## config.mk

```make
export PLATFORM = sky130hd
export DESIGN_NAME = apb_master_bridge_flat
export DESIGN_NICKNAME = d
export VERILOG_FILES = /design/src/rtl/apb_master_bridge_if.sv /design/src/rtl/apb_master_bridge.sv /design/src/flat_wrapper.sv
export SDC_FILE = /design/constraint.sdc
export NUM_CORES = 1
export LEC_CHECK = 0
export ABC_CLOCK_PERIOD_IN_PS = 9150
export CAP_MARGIN = 20
export CORE_MARGIN = 8
export CORE_UTILIZATION = 44
export CTS_BUF_LIST = sky130_fd_sc_hd__clkbuf_16
export DETAILED_ROUTE_END_ITERATION = 8
export PLACE_DENSITY = 0.85
export SYNTH_ARGS = -nofsm -noshare
export SYNTH_HDL_FRONTEND = slang
export SYNTH_SLANG_ARGS = --single-unit
```

## constraint.sdc

```tcl
create_clock -name CLK -period 9.15 [get_ports CLK]
set_input_delay 1.3725 -clock CLK [delete_from_list [all_inputs] [get_ports CLK]]
set_output_delay 1.3725 -clock CLK [all_outputs]
set_load 0.01 [all_outputs]
```

## src/rtl/apb_master_bridge_if.sv

```systemverilog
// CPU-side request and peripheral-bus signals of the bridge, grouped so the
// bridge (master) and its environment (slave) see opposite directions.
interface apb_master_bridge_if #(
    parameter int NUM_SLAVES = 4
);
    logic                  transfer;
    logic                  write_req;
    logic [31:0]           addr_in;
    logic [31:0]           wdata_in;
    logic [31:0]           ADDR;
    logic [NUM_SLAVES-1:0] SEL;
    logic                  ENABLE;
    logic                  WRITE;
    logic [31:0]           WDATA;
    logic                  READY;
    logic [31:0]           RDATA;
    logic                  SLVERR;
    logic                  access_done;
    logic [31:0]           rdata_q;
    logic                  ERR;
    logic                  ERR_STATUS;
    logic                  ERR_CLR;

    modport master (
        input  transfer, write_req, addr_in, wdata_in, READY, RDATA, SLVERR, ERR_CLR,
        output ADDR, SEL, ENABLE, WRITE, WDATA, access_done, rdata_q, ERR, ERR_STATUS
    );

    modport slave (
        output transfer, write_req, addr_in, wdata_in, READY, RDATA, SLVERR, ERR_CLR,
        input  ADDR, SEL, ENABLE, WRITE, WDATA, access_done, rdata_q, ERR, ERR_STATUS
    );
endinterface

```

## src/rtl/apb_master_bridge.sv

```systemverilog
// Load/store to peripheral-bus bridge: SETUP/ACCESS sequencing, one-hot slave
// decode, and forced error completion on decode miss or access timeout.
module apb_master_bridge #(
    parameter int NUM_SLAVES = 4,
    parameter int DEC_LSB    = 12,
    parameter int TIMEOUT    = 16
) (
    input logic                 CLK,
    input logic                 RESET,
    apb_master_bridge_if.master bus
);
    localparam int IDX_W  = (NUM_SLAVES > 1) ? $clog2(NUM_SLAVES) : 1;
    localparam int HI_LSB = DEC_LSB + IDX_W;

    localparam logic [1:0] S_IDLE   = 2'd0;
    localparam logic [1:0] S_SETUP  = 2'd1;
    localparam logic [1:0] S_ACCESS = 2'd2;

    logic [1:0]       r_state;
    logic [7:0]       r_cnt;
    logic             r_miss;

    logic [IDX_W-1:0] w_idx;
    logic             w_miss;
    logic             w_timeout;
    logic             w_done;
    logic             w_err;

    // Any address bit above the index field, or an index past the last slave, is a miss.
    assign w_idx     = bus.addr_in[DEC_LSB +: IDX_W];
    assign w_miss    = (|(bus.addr_in >> HI_LSB)) || (int'(w_idx) >= NUM_SLAVES);
    assign w_timeout = (r_cnt == 8'(TIMEOUT - 1));

    // READY beats the timeout in the same cycle; a miss ignores READY entirely.
    assign w_done = (r_state == S_ACCESS) && bus.ENABLE && (r_miss || bus.READY || w_timeout);
    assign w_err  = r_miss || (bus.READY ? bus.SLVERR : 1'b1);

    assign bus.access_done = w_done;
    assign bus.ERR         = w_done && w_err;

    always_ff @(posedge CLK or posedge RESET) begin
        if (RESET) begin
            r_state     <= S_IDLE;
            r_cnt       <= '0;
            r_miss      <= 1'b0;
            bus.ADDR    <= '0;
            bus.SEL     <= '0;
            bus.ENABLE  <= 1'b0;
            bus.WRITE   <= 1'b0;
            bus.WDATA   <= '0;
            bus.rdata_q <= '0;
        end else begin
            case (r_state)
                S_IDLE: begin
                    if (bus.transfer) begin
                        bus.ADDR  <= bus.addr_in;
                        bus.WRITE <= bus.write_req;
                        bus.WDATA <= bus.write_req ? bus.wdata_in : '0;
                        bus.SEL   <= w_miss ? '0 : (NUM_SLAVES'(1) << w_idx);
                        r_miss    <= w_miss;
                        r_state   <= S_SETUP;
                    end
                end
                S_SETUP: begin
                    bus.ENABLE <= 1'b1;
                    r_cnt      <= '0;
                    r_state    <= S_ACCESS;
                end
                S_ACCESS: begin
                    if (w_done) begin
                        if (!r_miss && bus.READY && !bus.WRITE)
                            bus.rdata_q <= bus.RDATA;
                        bus.SEL    <= '0;
                        bus.ENABLE <= 1'b0;
                        bus.WRITE  <= 1'b0;
                        bus.WDATA  <= '0;
                        r_miss     <= 1'b0;
                        r_state    <= S_IDLE;
                    end else begin
                        r_cnt <= r_cnt + 8'd1;
                    end
                end
                default: r_state <= S_IDLE;
            endcase
        end
    end

    always_ff @(posedge CLK or posedge RESET) begin
        if (RESET)
            bus.ERR_STATUS <= 1'b0;
        else if (w_done && w_err)
            bus.ERR_STATUS <= 1'b1;
        else if (bus.ERR_CLR)
            bus.ERR_STATUS <= 1'b0;
    end
endmodule

```

## src/flat_wrapper.sv

```systemverilog
// flat-port wrapper written by rule: the top's interface ports become plain ports
module apb_master_bridge_flat 
#(
    parameter int NUM_SLAVES = 4,
    parameter int DEC_LSB    = 12,
    parameter int TIMEOUT    = 16
)
  (CLK, RESET, bus_transfer, bus_write_req, bus_addr_in, bus_wdata_in, bus_READY, bus_RDATA, bus_SLVERR, bus_ERR_CLR, bus_ADDR, bus_SEL, bus_ENABLE, bus_WRITE, bus_WDATA, bus_access_done, bus_rdata_q, bus_ERR, bus_ERR_STATUS);
  apb_master_bridge_if #(.NUM_SLAVES(NUM_SLAVES)) bus_i ();
  input logic CLK;
  input logic RESET;
  input wire logic [$bits(bus_i.transfer)-1:0] bus_transfer;
  input wire logic [$bits(bus_i.write_req)-1:0] bus_write_req;
  input wire logic [$bits(bus_i.addr_in)-1:0] bus_addr_in;
  input wire logic [$bits(bus_i.wdata_in)-1:0] bus_wdata_in;
  input wire logic [$bits(bus_i.READY)-1:0] bus_READY;
  input wire logic [$bits(bus_i.RDATA)-1:0] bus_RDATA;
  input wire logic [$bits(bus_i.SLVERR)-1:0] bus_SLVERR;
  input wire logic [$bits(bus_i.ERR_CLR)-1:0] bus_ERR_CLR;
  output wire logic [$bits(bus_i.ADDR)-1:0] bus_ADDR;
  output wire logic [$bits(bus_i.SEL)-1:0] bus_SEL;
  output wire logic [$bits(bus_i.ENABLE)-1:0] bus_ENABLE;
  output wire logic [$bits(bus_i.WRITE)-1:0] bus_WRITE;
  output wire logic [$bits(bus_i.WDATA)-1:0] bus_WDATA;
  output wire logic [$bits(bus_i.access_done)-1:0] bus_access_done;
  output wire logic [$bits(bus_i.rdata_q)-1:0] bus_rdata_q;
  output wire logic [$bits(bus_i.ERR)-1:0] bus_ERR;
  output wire logic [$bits(bus_i.ERR_STATUS)-1:0] bus_ERR_STATUS;
  assign bus_i.transfer = bus_transfer;
  assign bus_i.write_req = bus_write_req;
  assign bus_i.addr_in = bus_addr_in;
  assign bus_i.wdata_in = bus_wdata_in;
  assign bus_i.READY = bus_READY;
  assign bus_i.RDATA = bus_RDATA;
  assign bus_i.SLVERR = bus_SLVERR;
  assign bus_i.ERR_CLR = bus_ERR_CLR;
  assign bus_ADDR = bus_i.ADDR;
  assign bus_SEL = bus_i.SEL;
  assign bus_ENABLE = bus_i.ENABLE;
  assign bus_WRITE = bus_i.WRITE;
  assign bus_WDATA = bus_i.WDATA;
  assign bus_access_done = bus_i.access_done;
  assign bus_rdata_q = bus_i.rdata_q;
  assign bus_ERR = bus_i.ERR;
  assign bus_ERR_STATUS = bus_i.ERR_STATUS;
  apb_master_bridge #(.NUM_SLAVES(NUM_SLAVES), .DEC_LSB(DEC_LSB), .TIMEOUT(TIMEOUT)) u_core (.CLK(CLK), .RESET(RESET), .bus(bus_i));
endmodule
```

# --- Word-level counts from Yosys, hierarchy flattened ---
# Cells that the tools add are included.
op_classes:
  bitwise_logic: 0
  eq_ne: 6
  mul: 0
  n_div: 0
  n_mux: 22
  add_sub_neg: 1
  shift: 1
  order_cmp: 0
  reduce_logical: 21
ops:
  columns: ["cell", "count"]
  rows:
  - ["32-bit two-way mux", 3]
  - ["32-bit case mux with 2 select lines", 1]
  - ["18-bit OR reduction", 1]
  - ["8-bit case mux with 2 select lines", 1]
  - ["4-bit two-way mux", 3]
  - ["8-bit by 1-bit adder with 8-bit output (second input constant)", 1]
  - ["8-bit by 4-bit == test with 1-bit output (second input constant)", 1]
  - ["8-bit two-way mux", 1]
  - ["4-bit case mux with 2 select lines", 1]
  - ["2-bit AND reduction", 4]
  - ["1-bit two-way mux", 6]
  - ["1-bit case mux with 2 select lines", 3]
  - ["2-bit case mux with 3 select lines", 1]
  - ["3-bit AND reduction", 2]
  - ["2-bit nonzero test", 3]
  - ["1-bit logical AND", 5]
  - ["2-bit two-way mux", 2]
  - ["2-bit inequality test (second input constant)", 2]
  - ["1-bit by 2-bit left shift with 4-bit output (first input constant)", 1]
  - ["1-bit logical OR", 3]
  - ["2-bit by 1-bit == test with 1-bit output (second input constant)", 1]
  - ["2-bit == test (second input constant)", 1]
  - ["1-bit logical NOT", 2]
  - ["2-bit logical NOT", 1]
  - ["2-bit by 1-bit inequality test with 1-bit output (second input constant)", 1]
word_totals:
  mem_bits_rw: 0
  regBits: 114
  n_memories: 0
  latchBits: 0
  rom_bits: 0
  inputBits: 103

# --- Longest topological paths before layout ---
# Gate-level depths: netlist of run 1.
logic_depth:
  ltp_word: 5
  depth_mapped: 7
  depth_no_buf: 5

# --- Least setup slack after synthesis of run 1 ---
# No wires, ideal clock.
synth_timing:
  path_kind: "in2out"
  start: "input port bus_READY"
  end: "output port bus_ERR"
  required_ns: 7.777
  path_stages: 4
  arrival_time_ns: 1.854
  setup_slack_ns: 5.924
  cell_sequence: "nor2_1 -> o21ai_4 -> nand2_1 -> nor2_1"
synth_between:
  elab_chain_len: 4
  elab_cells_between_ends: 6
  cone_classes: "mux: 1; reduce/logical: 5"
synth_rtl:
  columns: ["element", "line", "text"]
  rows:
  - ["start: declaration", "flat_wrapper.sv:16", "input wire logic [$bits(bus_i.READY)-1:0] bus_READY;"]
  - ["1-bit logical OR (2 in a row)", "apb_master_bridge.sv:35", "assign w_done = (r_state == S_ACCESS) && bus.ENABLE && (r_miss || bus.READY || w_timeout);"]
  - ["1-bit logical AND", "apb_master_bridge.sv:35", null]
  - ["1-bit logical AND (*)", "apb_master_bridge.sv:39", "assign bus.ERR = w_done && w_err;"]
  - ["end: declaration", "flat_wrapper.sv:27", "output wire logic [$bits(bus_i.ERR)-1:0] bus_ERR;"]
# Every way passes the cells marked *; elsewhere a longest branch is shown, timed or not.

# --- Worst setup path in the final report of run 1 ---
# Same ends and word-level chain as after synthesis.

==> metrics.sh, run 1 <==
REPORT.FINAL.SETUP_VIOL=0
NET_SWITCHING_SHARE_OF_THE_TOTAL_POWER=0.310
DETAIL-ROUTE-ANTENNA-NETS=0
SHARE_OF_POWER_BURNED_IN_REGISTERS=0.345
ANTENNA_CELLS_INSERTED=0
MAX-CAP-VIOLATIONS=0
FINALWORSTPATHREQUIREDPERIOD_NS=4.23
POST_CTS_BUFFERS=0
ROUTE.DETAILED.VIAS_PER_INST=5.08
LEADING_CELL_TYPES_IN_THE_LAYOUT_FILL_AND_TAPS_EXCLUDED='sky130_fd_sc_hd__clkdlybuf4s50_1 (207), sky130_fd_sc_hd__dfrtp_1 (114), sky130_fd_sc_hd__nand2_1 (100), sky130_fd_sc_hd__a22o_1 (32), sky130_fd_sc_hd__mux2_1 (30)'
WORST_SETUP_HOLD_PATH_CLK_SLEW_NS=0.05
STATIC-LEAKAGE-POWER_nW=3.35
MAXCLOCKFREQUENCY_GHz=0.236
GRT_USE_TOTAL=0.207
ROUTED-VIA-COUNT=3698
POWER.NET_SWITCHING_mW=0.751
YOSYS_WARNINGS=0
RUN_STATUS='complete, no violations'
GRT_REMAINING_OVERFLOW=0
CTS.ROOT.BUFFER_CELL='sky130_fd_sc_hd__clkbuf_16'
GP_CONGESTION=0.827
NFILLCELLS=696
TIMING.CRITICAL_PATH.FANOUT_MAX=4
PLACEABLECOREAREA_UM2=9820
WORST_HOLD_PATH_TYPE='reg2reg'
CTS_RESIZED=0
CTS.PATH.MAX_BUFFERS=2
YOSYS_REGISTER_BITS=114
POST-ROUTE-PERIOD-UTIL=0.462
TOTALWIRELENGTH_UM=14000
WORSTSETUPENDPOINTTYPE='output pin'
MAX_SLEW_VIOLATIONS=0
TOTAL_AREA_OF_MULTI_INPUT_COMBINATIONAL_CELLS_UM2=1490
FIN_SETUP_TNS_NS=0
TRITONCTS_CLOCK_TREE='done'
POST_SYNTH_ARST_SHARE=1.00
MOST_COMMON_CELL_AFTER_LAYOUT_FILL_AND_TAPS_ASIDE='sky130_fd_sc_hd__clkdlybuf4s50_1'
POWERDENSITY_nW_PER_UM2=332
GRT_ANTENNA_BEFORE_REPAIR=0
CELLS_AFTER_SYNTH=368
GRT_FIRST_PASS_WIRELENGTH_UM=21600
HOLD_VIOL_FINAL=0
POWER.SHARE.CLOCK=0.284
WIDTH_OF_THE_DIE_UM=117
CLOCK_SKEW_NS=0.00994
SYNTH_FLOP_CELL='sky130_fd_sc_hd__dfrtp_1'
DRT_PRE_ANTENNA_ITERS=4
CTS_BUFFERS=17
START_UTIL=0.454
PATH_CLASS='in2out'
START_KIND='primary input'
LAYOUT.AREA.SEQ_UM2=2850
VIAS_IN_THE_FIRST_GLOBAL_ROUTE=4016
FINISH.NET_COUNT=686
MAX_SLEW_HEADROOM=0.354
POST_SYNTH_INSTANCE_AREA_UM2=4460
SYNTHTOLAYOUTAREAGROWTH_PCT=63.6
GRT_START_MAX_NET_PINS=86
CTSHOLDBUFFERS=0
RSZ_0062_RAISED_AFTER_GLOBAL_ROUTING='false'
WORST_SLEW_PIN_SLEW_NS=0.966
DP_CELLS=694
AVGSYNTHCELLAREA_UM2=12.1
SYN-NUM-NETS=472
NUM_ROWS=36
CLK-INSERTION-DELAY-LATE_NS=0.39
CELLINTERNALPOWER_mW=1.67
DIE_HEIGHT_UM=117
INITIALDRTVIOLATIONCOUNT=131
VDD_IR_DROP_MAX_mV=0.163
YOSYS.CELL_TYPES.COUNT=42
WL_PER_CELL_UM=19.2
WORST_EP_REQUIRED_TIME_NS=7.78
NUMPORTBUFFERS=207
H-TREE-DEPTH=4
IOPINCOUNT=208
SYNTH_SEQ_AREA_SHARE=0.640
CTS.SINKS=114
SHARE_OF_CELLS_ABOVE_DRIVE_STRENGTH_1=0.0739
FINAL_CELL_COUNT_NO_FILL=728
SYNTH-EDFF-COUNT=0
HPWL_UM=10400
DIE_AREA_UM2=13600
ARRIVAL_NS=2.86
PWR-SHARE-COMB=0.371
FINAL_ROUTED_DRC_VIOLATION_TOTAL=0
[per-layer routing]
layer  part of all wire  wire, um  track usage
met1               0.40      5580        0.236
met5                  0         0            0
met2               0.49      6800        0.352
met3               0.10      1430       0.0807
met4              0.010       141       0.0614
[final timing paths]
check | startpoint | end | slack, ns | depth (start not counted)
max reg2reg | u_core.r_state[1] | u_core.bus.WDATA[13] | 6.69 | 6
max | bus_READY | bus_ERR | 4.92 | 6
max in group asynchronous | RESET | u_core.bus.ADDR[16] | 6.74 | 4
min in group asynchronous | RESET | u_core.bus.rdata_q[31] | 1.31 | 2
min reg2reg | u_core.bus.ADDR[13] | u_core.bus.ADDR[13] | 0.47 | 2
min | u_core.bus.ADDR[13] | u_core.bus.ADDR[13] | 0.47 | 2
[registers in the layout, summed over array words and instances (netlist names)]
name / count
u_core.bus.ADDR: 32
u_core.bus.WDATA: 32
u_core.bus.rdata_q: 32
u_core.r_cnt: 8
u_core.bus.SEL: 4
u_core.r_state: 2
u_core.bus.ENABLE: 1
u_core.bus.ERR_STATUS: 1
u_core.bus.WRITE: 1
u_core.r_miss: 1
[kinds of logic (layout without fill, tap and decap cells)]
group,Yosys count,in the layout,synth area share
multiplexers,33,33,0.0831
flip-flops,114,114,0.640
buffers and inverters,24,251,0.0264
adder cells (fa/ha/maj),1,1,0.00281
AO/OA/AOI/OAI,56,56,0.111
AND/OR/NAND/NOR,140,140,0.137
[power groups by stage]
| stage | Combinational [mW] | Sequential (mW) | Clock [mW] |
|---|---|---|---|
| detailed placement | 0.901 | 0.839 | 0 |
| CTS | 0.908 | 0.835 | 0.693 |
| global placement | 0.876 | 0.826 | 0 |
| floorplan | 0.275 | 0.916 | 0 |
| finish | 0.896 | 0.835 | 0.687 |
| global route | 0.968 | 0.861 | 0.724 |
[cell usage after synthesis (2+ instances only)]
cell type / number / share of area
sky130_fd_sc_hd__nand3_1: 5 / 0.0056
sky130_fd_sc_hd__inv_1: 6 / 0.0051
sky130_fd_sc_hd__nand4_1: 3 / 0.0042
sky130_fd_sc_hd__nand2_1: 100 / 0.084
sky130_fd_sc_hd__nor2b_1: 2 / 0.0028
sky130_fd_sc_hd__nor3_1: 4 / 0.0045
sky130_fd_sc_hd__nor4_1: 3 / 0.0042
sky130_fd_sc_hd__nor2_1: 6 / 0.0051
sky130_fd_sc_hd__a32o_1: 4 / 0.0090
sky130_fd_sc_hd__mux2_2: 2 / 0.0051
sky130_fd_sc_hd__a22o_1: 32 / 0.063
sky130_fd_sc_hd__buf_6: 3 / 0.0076
sky130_fd_sc_hd__mux2_1: 30 / 0.076
sky130_fd_sc_hd__buf_2: 4 / 0.0045
sky130_fd_sc_hd__o21ai_0: 6 / 0.0067
sky130_fd_sc_hd__and2_1: 2 / 0.0028
sky130_fd_sc_hd__a21o_1: 2 / 0.0034
sky130_fd_sc_hd__a211o_1: 3 / 0.0059
sky130_fd_sc_hd__and3_1: 5 / 0.0070
sky130_fd_sc_hd__buf_1: 3 / 0.0025
sky130_fd_sc_hd__nand2b_1: 3 / 0.0042
sky130_fd_sc_hd__clkbuf_1: 7 / 0.0059
sky130_fd_sc_hd__dfrtp_1: 114 / 0.64
[stage by stage]
stage / power, mW / hold WS (ns) / setup slack (ns) / util / cell area [um^2]
5_1_grt: 2.55 / 0.502 / 4.83 / 0.743 / 7290
2_1_floorplan: 1.19 / 0.492 / 4.76 / - / 4460
6_report: 2.42 / 0.475 / 4.92 / 0.743 / 7290
3_3_place_gp: 1.70 / 0.458 / 4.96 / 0.675 / 6630
4_1_cts: 2.44 / 0.482 / 4.91 / 0.738 / 7240
3_5_place_dp: 1.74 / 0.464 / 4.91 / 0.675 / 6630
[cell type report]
type,instances,area share
clock buffer,17,0.0583
clock inverter,15,0.0261
tap,133,0.0228
timing repair buffer,212,0.294
sequential,114,0.391
multi-input combinational,230,0.204
inverter,7,0.00395
[critical path, cell delays in order]
cell                              delay, ns
sky130_fd_sc_hd__clkdlybuf4s50_1       0.50
sky130_fd_sc_hd__nor2_1                0.09
sky130_fd_sc_hd__o21ai_4               0.09
sky130_fd_sc_hd__nand2_1               0.13
sky130_fd_sc_hd__nor2_1                0.12
sky130_fd_sc_hd__clkdlybuf4s50_1       0.54
Power figures use the tool's default switching activity.
==> inputs of run 2 (changes only) <==
--- a/config.mk
+++ b/config.mk
@@ -5,13 +5,13 @@
 export SDC_FILE = /design/constraint.sdc
 export NUM_CORES = 1
 export LEC_CHECK = 0
-export ABC_CLOCK_PERIOD_IN_PS = 9150
+export ABC_CLOCK_PERIOD_IN_PS = 3500
 export CAP_MARGIN = 20
 export CORE_MARGIN = 8
-export CORE_UTILIZATION = 44
+export CORE_UTILIZATION = 37
 export CTS_BUF_LIST = sky130_fd_sc_hd__clkbuf_16
 export DETAILED_ROUTE_END_ITERATION = 8
-export PLACE_DENSITY = 0.85
+export PLACE_DENSITY = 0.76
 export SYNTH_ARGS = -nofsm -noshare
 export SYNTH_HDL_FRONTEND = slang
 export SYNTH_SLANG_ARGS = --single-unit
==> constraint.sdc (replaced) <==
create_clock -name CLK -period 3.5 [get_ports CLK]
set_input_delay 0.525 -clock CLK [delete_from_list [all_inputs] [get_ports CLK]]
set_output_delay 0.525 -clock CLK [all_outputs]
set_load 0.01 [all_outputs]
==> run 2 against run 1 <==
Compared with the run above: via count unchanged; critical path depth down 1; die area up 16%; largest power group unchanged; sequential power rose to 2.6 times the previous value; core utilization down 13 points; combinational power rose to 2.6 times the previous value; count of clock-buffer cells in the layout unchanged; power rose to 2.5 times the previous value; design area down 0.50%; hold slack worse by 0.0023 ns; clock power up 140%; sequential share of layout area up 0.20 points.
==> metrics.sh, run 2 (synthesis results as in run 1) <==
WORST_PATH_MAX_DELAY_CELL='sky130_fd_sc_hd__or4_4'
FINAL_UTIL=0.612  # -0.131
CTS_RESIZED=0  # unchanged
SHARE_OF_CELLS_ABOVE_DRIVE_STRENGTH_1=0.0739  # unchanged
PLACEABLECOREAREA_UM2=11900  # +21%
FINISH.NET_COUNT=687  # +0.15%
IOPINCOUNT=208  # unchanged
LAYOUT.AREA.SEQ_UM2=2850  # unchanged
MAX_SLEW_HEADROOM=0.603  # +0.249
GRT_START_MAX_NET_PINS=67  # -22%
ANTENNA_CELLS_INSERTED=0  # unchanged
WORSTPATHCELLLIST='or4_4 > o21ai_4 > nand2_1 > nor2_1 > clkdlybuf4s50_1'
RSZ_0062_RAISED_AFTER_GLOBAL_ROUTING='false'
MAX_SLEW_VIOLATIONS=0  # unchanged
TIMING.CRITICAL_PATH.FANOUT_MAX=6  # +2
NFILLCELLS=957  # +38%
ARRIVAL_NS=2.42  # -0.44 ns
DIE_AREA_UM2=15800  # +16%
VDD_IR_DROP_MAX_mV=0.449  # +180%
START_UTIL=0.376  # -0.0781
H-TREE-DEPTH=4  # unchanged
DRT_PRE_ANTENNA_ITERS=4  # unchanged
DETAILEDPLACE.WORSTSLACK_NS=0.965  # -3.95 ns
FIN_SETUP_TNS_NS=0  # unchanged
CP_SLOWEST_STAGE_DELAY_NS=0.60  # +0.06 ns
TOTAL_AREA_OF_MULTI_INPUT_COMBINATIONAL_CELLS_UM2=1490  # unchanged
FINALPOWER_mW=6.17  # +150%
RUN_STATUS='complete, no violations'
WORST_HOLD_PATH_TYPE='reg2reg'
GRT_ANTENNA_BEFORE_REPAIR=0  # unchanged
ROUTE.DETAILED.VIAS_PER_INST=4.98  # -1.9%
HPWL_UM=9930  # -4.5%
CTS.PATH.MAX_BUFFERS=2  # unchanged
MAX-CAP-VIOLATIONS=0  # unchanged
POST-ROUTE-PERIOD-UTIL=0.841
FINALWORSTPATHREQUIREDPERIOD_NS=2.94
PATH_CLASS='reg2out'
WORSTSETUPENDPOINTTYPE='output pin'
DIE_HEIGHT_UM=126  # +7.8%
CTS_BUFFERS=17  # unchanged
LEADING_CELL_TYPES_IN_THE_LAYOUT_FILL_AND_TAPS_EXCLUDED='sky130_fd_sc_hd__clkdlybuf4s50_1 (207), sky130_fd_sc_hd__dfrtp_1 (114), sky130_fd_sc_hd__nand2_1 (100), sky130_fd_sc_hd__a22o_1 (32), sky130_fd_sc_hd__mux2_1 (30)'
STATIC-LEAKAGE-POWER_nW=3.34  # -0.42%
WORST_SLEW_PIN_SLEW_NS=0.594  # -0.372 ns
REPORT.FINAL.SETUP_VIOL=0  # unchanged
WL_PER_CELL_UM=17.9  # -6.4%
ROUTED-VIA-COUNT=3698  # unchanged
INITIALDRTVIOLATIONCOUNT=269  # +110%
FINAL_ROUTED_DRC_VIOLATION_TOTAL=0  # unchanged
GRT_REMAINING_OVERFLOW=0  # unchanged
NUM_ROWS=40  # +11%
DETAIL-ROUTE-ANTENNA-NETS=0  # unchanged
CLOCK_SKEW_NS=0.00456  # -0.00538 ns
CTS.ROOT.BUFFER_CELL='sky130_fd_sc_hd__clkbuf_16'
CLK-INSERTION-DELAY-LATE_NS=0.40  # about the same
TRITONCTS_CLOCK_TREE='done'
TOTALWIRELENGTH_UM=13300  # -4.6%
GP_CONGESTION=0.828  # +0.13%
POWERDENSITY_nW_PER_UM2=850  # +160%
MAXCLOCKFREQUENCY_GHz=0.340
GRT_USE_TOTAL=0.172  # -0.0350
WIDTH_OF_THE_DIE_UM=126  # +7.8%
CTS.SINKS=114  # unchanged
LAYOUT_TOP_REGISTERS='u_core.bus.ADDR: 32 flops, u_core.bus.WDATA: 32 flops, u_core.bus.rdata_q: 32 flops'
WORST_SETUP_HOLD_PATH_CLK_SLEW_NS=0.05  # about the same
CTSHOLDBUFFERS=0  # unchanged
GRT_FIRST_PASS_WIRELENGTH_UM=21500  # -0.61%
NUMPORTBUFFERS=207  # unchanged
START_KIND='flip-flop'
MOST_COMMON_CELL_AFTER_LAYOUT_FILL_AND_TAPS_ASIDE='sky130_fd_sc_hd__clkdlybuf4s50_1'
SYNTHTOLAYOUTAREAGROWTH_PCT=62.8
TIMING.FINAL.WS_SETUP_NS=0.555  # -4.37 ns
WORST_EP_REQUIRED_TIME_NS=2.97  # -4.81 ns
POST_CTS_BUFFERS=0  # unchanged
HOLD_VIOL_FINAL=0  # unchanged
VIAS_IN_THE_FIRST_GLOBAL_ROUTE=3873  # -3.6%
run 2: cell types whose count changed in the layout (fill, tap and decap cells not counted), sizes merged:
cell / delta
clkinv: +4
inv: -3
buf: +1
bufinv: -1
clkinvlp: -1
run 2: cell type report:
class                           instances  share of cell area
Sequential cell                       114               0.393
Timing Repair Buffer                  213               0.293
Multi-Input combinational cell        230               0.205
Clock buffer                           17              0.0586
Tap cell                              147              0.0253
Clock inverter                         14              0.0203
Inverter                                7             0.00414
run 2: layer usage:
metal,global-route usage,vias up,routed length (um)
li1,-,1718,-
met1,0.203,1789,5540
met2,0.261,168,6070
met3,0.0895,23,1460
met4,0.0658,0,231
met5,0,-,0
run 2: metrics by stage:
stage / hold WS (ns) / cells / instance area (um^2)
finish: 0.473 / 742 / 7260
global route: 0.497 / 742 / 7260
CTS: 0.475 / 742 / 7260
detailed placement: 0.461 / 711 / 6680
global placement: 0.457 / 711 / 6680
floorplan: 0.492 / 368 / 4460
run 2: power breakdown:
group / internal [mW] / switching [mW]
Clock: 1.10 / 0.580
Sequential: 1.86 / 0.315
Combinational: 1.32 / 1.00
run 2: critical path: cells and delay by family, from the launching register on:
kind            cells  cell delay (ns)
compound gates      1             0.20
buf+inv             1             0.54
flops               1             0.43
simple gates        3             0.86
run 2: path summary, 6_finish.rpt:
check | startpoint | end | slack [ns] | cells past startpoint
hold / removal | u_core.bus.ADDR[19] | u_core.bus.ADDR[19] | 0.47 | 2
min in group asynchronous | RESET | u_core.bus.rdata_q[4] | 0.49 | 2
hold reg to reg | u_core.bus.ADDR[19] | u_core.bus.ADDR[19] | 0.47 | 2
setup / recovery | u_core.r_cnt[5] | bus_ERR | 0.56 | 5
setup reg to reg | u_core.r_cnt[5] | u_core.bus.WDATA[23] | 1.51 | 5
max in group asynchronous | RESET | u_core.bus.ADDR[3] | 2.29 | 3
